[src/rtl/cc_pipeline_sequencer.sv]
// ---------------------------------------------------------------------------
// cc_pipeline_sequencer
//
// Purpose:
//   Control-only sequencer for the SPI -> Trigger -> CC -> UART pipeline.
//   An accepted trigger freezes SPI capture and then runs NUM_FRAMES
//   cross-correlation / UART transmit rounds back to back. After the last
//   round a programmable holdoff stops one ping from triggering twice.
//   Triggers that arrive while the block is not accepting are counted.
//
// Optional feature (macro CC_WATCHDOG_EN):
//   A watchdog bounds the wait for CC_Done. If it expires, the burst is
//   abandoned into HOLDOFF and the sticky cc_err flag is raised. With the
//   macro undefined, WAIT_CC waits forever and cc_err is tied to 0.
//
// Ports:
//   clk                 in   system clock
//   reset_b             in   synchronous active-low reset
//   arm                 in   allows trigger acceptance in IDLE
//   Trigger             in   trigger pulse/level
//   CC_Done             in   CC block finished current frame
//   Tx_Ready            in   UART accepted current result
//   cfg_holdoff         in   post-burst holdoff length in clk cycles
//   Trigger_Persistant  out  ring buffer freeze, TRIGGERED through TX_EN
//   Start_CC            out  one-cycle start pulse per frame
//   TX_en               out  UART send request for current frame
//   SPI_en              out  SPI capture enable
//   frame_idx           out  frame in progress
//   busy                out  sequencer not idle
//   missed_trig         out  saturating count of unaccepted triggers
//   cc_err              out  sticky CC watchdog error
// ---------------------------------------------------------------------------
module cc_pipeline_sequencer #(
  parameter int NUM_FRAMES  = 4,
  parameter int FRAME_W     = 2,
  parameter int HOLD_W      = 20,
  parameter int WDOG_CYCLES = 2000000,
  parameter int WDOG_W      = 21
) (
  input  logic              clk,
  input  logic              reset_b,
  input  logic              arm,
  input  logic              Trigger,
  input  logic              CC_Done,
  input  logic              Tx_Ready,
  input  logic [HOLD_W-1:0] cfg_holdoff,
  output logic              Trigger_Persistant,
  output logic              Start_CC,
  output logic              TX_en,
  output logic              SPI_en,
  output logic [FRAME_W-1:0] frame_idx,
  output logic              busy,
  output logic [7:0]        missed_trig,
  output logic              cc_err
);

  localparam logic [2:0] S_IDLE      = 3'd0;
  localparam logic [2:0] S_TRIGGERED = 3'd1;
  localparam logic [2:0] S_WAIT_CC   = 3'd2;
  localparam logic [2:0] S_TX_EN     = 3'd3;
  localparam logic [2:0] S_HOLDOFF   = 3'd4;

  localparam logic [FRAME_W-1:0] LAST_FRAME = FRAME_W'(NUM_FRAMES - 1);

  logic [2:0]         state_q, state_d;
  logic [FRAME_W-1:0] frame_q, frame_d;
  logic [HOLD_W-1:0]  hold_q, hold_d;
  logic [7:0]         missed_q, missed_d;
  logic               accept;

`ifdef CC_WATCHDOG_EN
  localparam logic [WDOG_W-1:0] WDOG_LAST = WDOG_W'(WDOG_CYCLES - 1);
  logic [WDOG_W-1:0] wdog_q, wdog_d;
  logic              cc_err_q, cc_err_d;
`endif

  // A trigger is only taken in IDLE while armed; anything else is a miss.
  assign accept = (state_q == S_IDLE) && arm;

  always_comb begin
    state_d  = state_q;
    frame_d  = frame_q;
    hold_d   = hold_q;
    missed_d = missed_q;
`ifdef CC_WATCHDOG_EN
    wdog_d   = wdog_q;
    cc_err_d = cc_err_q;
`endif

    case (state_q)
      S_IDLE: begin
        if (Trigger && arm) begin
          state_d = S_TRIGGERED;
          frame_d = '0;
`ifdef CC_WATCHDOG_EN
          cc_err_d = 1'b0;
`endif
        end
      end
      S_TRIGGERED: begin
        state_d = S_WAIT_CC;
`ifdef CC_WATCHDOG_EN
        wdog_d = '0;
`endif
      end
      S_WAIT_CC: begin
        if (CC_Done) begin
          state_d = S_TX_EN;
`ifdef CC_WATCHDOG_EN
        end else if (wdog_q == WDOG_LAST) begin
          // CC block hung: abandon the burst but still honour the holdoff.
          state_d  = S_HOLDOFF;
          hold_d   = cfg_holdoff;
          cc_err_d = 1'b1;
        end else begin
          wdog_d = wdog_q + 1'b1;
`endif
        end
      end
      S_TX_EN: begin
        // Tx_Ready is only examined here, so TX_EN always lasts a cycle.
        if (Tx_Ready) begin
          if (frame_q == LAST_FRAME) begin
            state_d = S_HOLDOFF;
            hold_d  = cfg_holdoff;
          end else begin
            state_d = S_TRIGGERED;
            frame_d = frame_q + 1'b1;
          end
        end
      end
      S_HOLDOFF: begin
        // Leaving on zero means a holdoff of N gives N+1 HOLDOFF cycles.
        if (hold_q == '0) begin
          state_d = S_IDLE;
        end else begin
          hold_d = hold_q - 1'b1;
        end
      end
      default: state_d = S_IDLE;
    endcase

    if (Trigger && !accept && (missed_q != 8'hFF)) begin
      missed_d = missed_q + 8'd1;
    end
  end

  // All state is reset synchronously; no pending TX survives a reset.
  always_ff @(posedge clk) begin
    if (!reset_b) begin
      state_q  <= S_IDLE;
      frame_q  <= '0;
      hold_q   <= '0;
      missed_q <= '0;
`ifdef CC_WATCHDOG_EN
      wdog_q   <= '0;
      cc_err_q <= 1'b0;
`endif
    end else begin
      state_q  <= state_d;
      frame_q  <= frame_d;
      hold_q   <= hold_d;
      missed_q <= missed_d;
`ifdef CC_WATCHDOG_EN
      wdog_q   <= wdog_d;
      cc_err_q <= cc_err_d;
`endif
    end
  end

  // Moore output decode; unused encodings fall into the IDLE values.
  always_comb begin
    Trigger_Persistant = 1'b0;
    Start_CC           = 1'b0;
    TX_en              = 1'b0;
    SPI_en             = 1'b1;
    busy               = 1'b0;
    case (state_q)
      S_TRIGGERED: begin
        Start_CC           = 1'b1;
        Trigger_Persistant = 1'b1;
        SPI_en             = 1'b0;
        busy               = 1'b1;
      end
      S_WAIT_CC: begin
        Trigger_Persistant = 1'b1;
        SPI_en             = 1'b0;
        busy               = 1'b1;
      end
      S_TX_EN: begin
        TX_en              = 1'b1;
        Trigger_Persistant = 1'b1;
        SPI_en             = 1'b0;
        busy               = 1'b1;
      end
      S_HOLDOFF: begin
        SPI_en = 1'b0;
        busy   = 1'b1;
      end
      default: ;
    endcase
  end

  assign frame_idx   = frame_q;
  assign missed_trig = missed_q;

`ifdef CC_WATCHDOG_EN
  assign cc_err = cc_err_q;
`else
  assign cc_err = 1'b0;
`endif

endmodule

[config.mk]
export PLATFORM = sky130hd
export DESIGN_NAME = cc_pipeline_sequencer
export DESIGN_NICKNAME = d
export VERILOG_FILES = /design/src/rtl/cc_pipeline_sequencer.sv
export SDC_FILE = /design/constraint.sdc
export NUM_CORES = 1
export LEC_CHECK = 0
export ABC_AREA = 1
export BUFFER_PORTS_ARGS = -buffer_cell sky130_fd_sc_hd__buf_2
export CAP_MARGIN = 20
export CORE_MARGIN = 5
export CORE_UTILIZATION = 40
export DETAILED_ROUTE_END_ITERATION = 7
export PLACE_DENSITY = 0.69
export RECOVER_POWER = 25
export SLEW_MARGIN = 20
export SYNTH_ARGS = -nofsm -noshare
export SYNTH_HDL_FRONTEND = slang
export SYNTH_SLANG_ARGS = --single-unit
[constraint.sdc]
create_clock -name clk -period 4.82 [get_ports clk]
set_clock_uncertainty 0.1 [all_clocks]
set_input_delay 0.964 -clock clk [delete_from_list [all_inputs] [get_ports clk]]
set_output_delay 0.964 -clock clk [all_outputs]
set_load 0.01 [all_outputs]
==> results.tsv <==
metric	value	unit
crit_type	reg2out	
finalNetCount	403	
portBuffers	40	
setup_tns	0	ns
drc	0	
io_pins	42	
antenna_left	0	
final_cells	444	
die_h	83.4	um
preCtsSetupSlack	2.59	ns
ir_drop	0.169	mV
cap_violations	0	
dp_cells	436	
clk_pin_slew	0.07	ns
fp.dieW	83.4	um
first_iter_violations	141	
relSlewSlack	0.377	
finalHoldViolations	0	
whs	0.384	ns
power	0.637	mW
synth.distinct_cells	36	
cts_hold_buf	0	
synth.net_count	367	
startpoint_type	flip-flop	
grtUsageTotal	0.145	
p_per_area	261	nW/um2
gr-total-overflow	0	
cts_setup_buffers	0	
syn_to_final_growth	13.2	%
place_congestion	0.878	
final_common_cell	nand2_1	
drive_above_1_share	0.187	
synth.avg_cell_area	6.40	um2
clock_latency	0.29	ns
core	5170	um2
cts_tree	done	
fmax	0.397	GHz
numCtsBuffers	5	
dp_hpwl	3790	um
fillers	537	
min_period	2.52	ns
start_util	0.417	
vias	2192	
final_core_util	0.472	
ys_ff_latch	33	
htree_levels	2	
wirelength	5170	um
grt_pass1_vias	1973	
required	3.76	ns
drtPass1Iterations	4	
fin_crit_sh	0.523	
root_buffer	clkbuf_8	
num_antenna_cells	0	
seq_area_frac_synth	0.306	
final_cell_mix	82 x nand2_1, 58 x nor2_1, 39 x buf_2, 33 x dfxtp_1, 27 x nand3_1	
clkSinkCount	33	
rsz0062_at_grt	false	
crit_path_max_fanout	24	
p_leak	1.31	nW
via_per_inst	4.94	
worstMarginPinSlew	0.934	ns
grt_pass1_wl	8590	um
cts_buffer_depth	2	
floorplan.rows	26	
min_path_type	reg2reg	
crit_path_end_kind	output pin	
synth_warnings	0	
fin_area	2440	um2
cts_resized	0	
post_dp_cell_area	2370	um2
syn_inst	337	
routedWlPerCell	11.6	um
setup_viol	0	
finalWorstSetupSlack	2.30	ns
syn_area	2160	um2
grt_max_degree	31	
die_area	6960	um2
status	finished clean	
slew_viol_final	0	
antenna_found_initial	0	
arrival	1.46	ns
[final timing paths]
check | slack, ns | cells after the start | end | startpoint
worst max-delay path | 2.30 | 5 | busy | state_q[1]
worst min-delay path | 0.38 | 2 | hold_q[19] | hold_q[19]
worst max register to register | 2.91 | 10 | hold_q[13] | hold_q[0]
worst min register to register | 0.38 | 2 | hold_q[19] | hold_q[19]
[layer usage]
metal / track usage / wire length [um]
met1: 0.187 / 2500
met2: 0.238 / 2400
met3: 0.0376 / 211
met4: 0.0424 / 61
met5: 0 / 0
[registers in the layout (all words and copies together), names as in the netlist]
signal / cells
missed_trig: 8
hold_q: 20
state_q: 3
frame_idx: 2
[cells in the mapped netlist (all sizes together)]
cell,n,area (um2)
a211oi,1,7.51
a21oi,23,119
buf,8,65.1
clkbuf,3,11.3
conb,1,3.75
dfxtp,33,661
ha,4,50.1
inv,28,105
mux2i,3,30.0
nand2,84,330
nand3,28,150
nand3b,1,7.51
nand4,2,12.5
nor2,63,263
nor3,4,20.0
nor3b,1,7.51
nor4,1,6.26
o211a,1,10.0
o21ai,29,156
o31a,1,8.76
or2,11,71.3
xnor2,3,26.3
xor2,4,35.0
[worst max-delay path, cell delays in order, from the launching register on]
cell and delay, ns:
dfxtp_1 0.35, or2_4 0.27, nor2_8 0.29, nor2_1 0.09, inv_1 0.06, buf_2 0.12
[power breakdown]
part           switching [mW]  leakage (nW)  internal (mW)
clock                   0.104        0.0450          0.100
sequential             0.0126         0.267          0.285
combinational          0.0795         0.997         0.0562
total                   0.196          1.31          0.441
[layout make-up]
cell class                      instances  area (um2)  share of cell area
Clock buffer                            6        72.6              0.0297
Sequential cell                        33         661               0.271
Inverter                               28         105              0.0431
Tap cell                               70        87.6              0.0359
Multi-Input combinational cell        265        1310               0.535
Clock inverter                          2        10.0             0.00410
Timing Repair Buffer                   40         199              0.0815
[logic make-up (layout without fill, tap and decap cells)]
family | count (synthesis) | after routing | synth area share
simple gates | 195 | 195 | 0.403
compound gates | 55 | 55 | 0.140
mux | 3 | 3 | 0.0139
buf+inv | 39 | 76 | 0.0841
xor+xnor | 7 | 7 | 0.0284
other cells | 1 | 1 | 0.00174
fa+ha+maj | 4 | 4 | 0.0232
flops | 33 | 33 | 0.306
No activity file was read; power rests on OpenSTA's default activity.
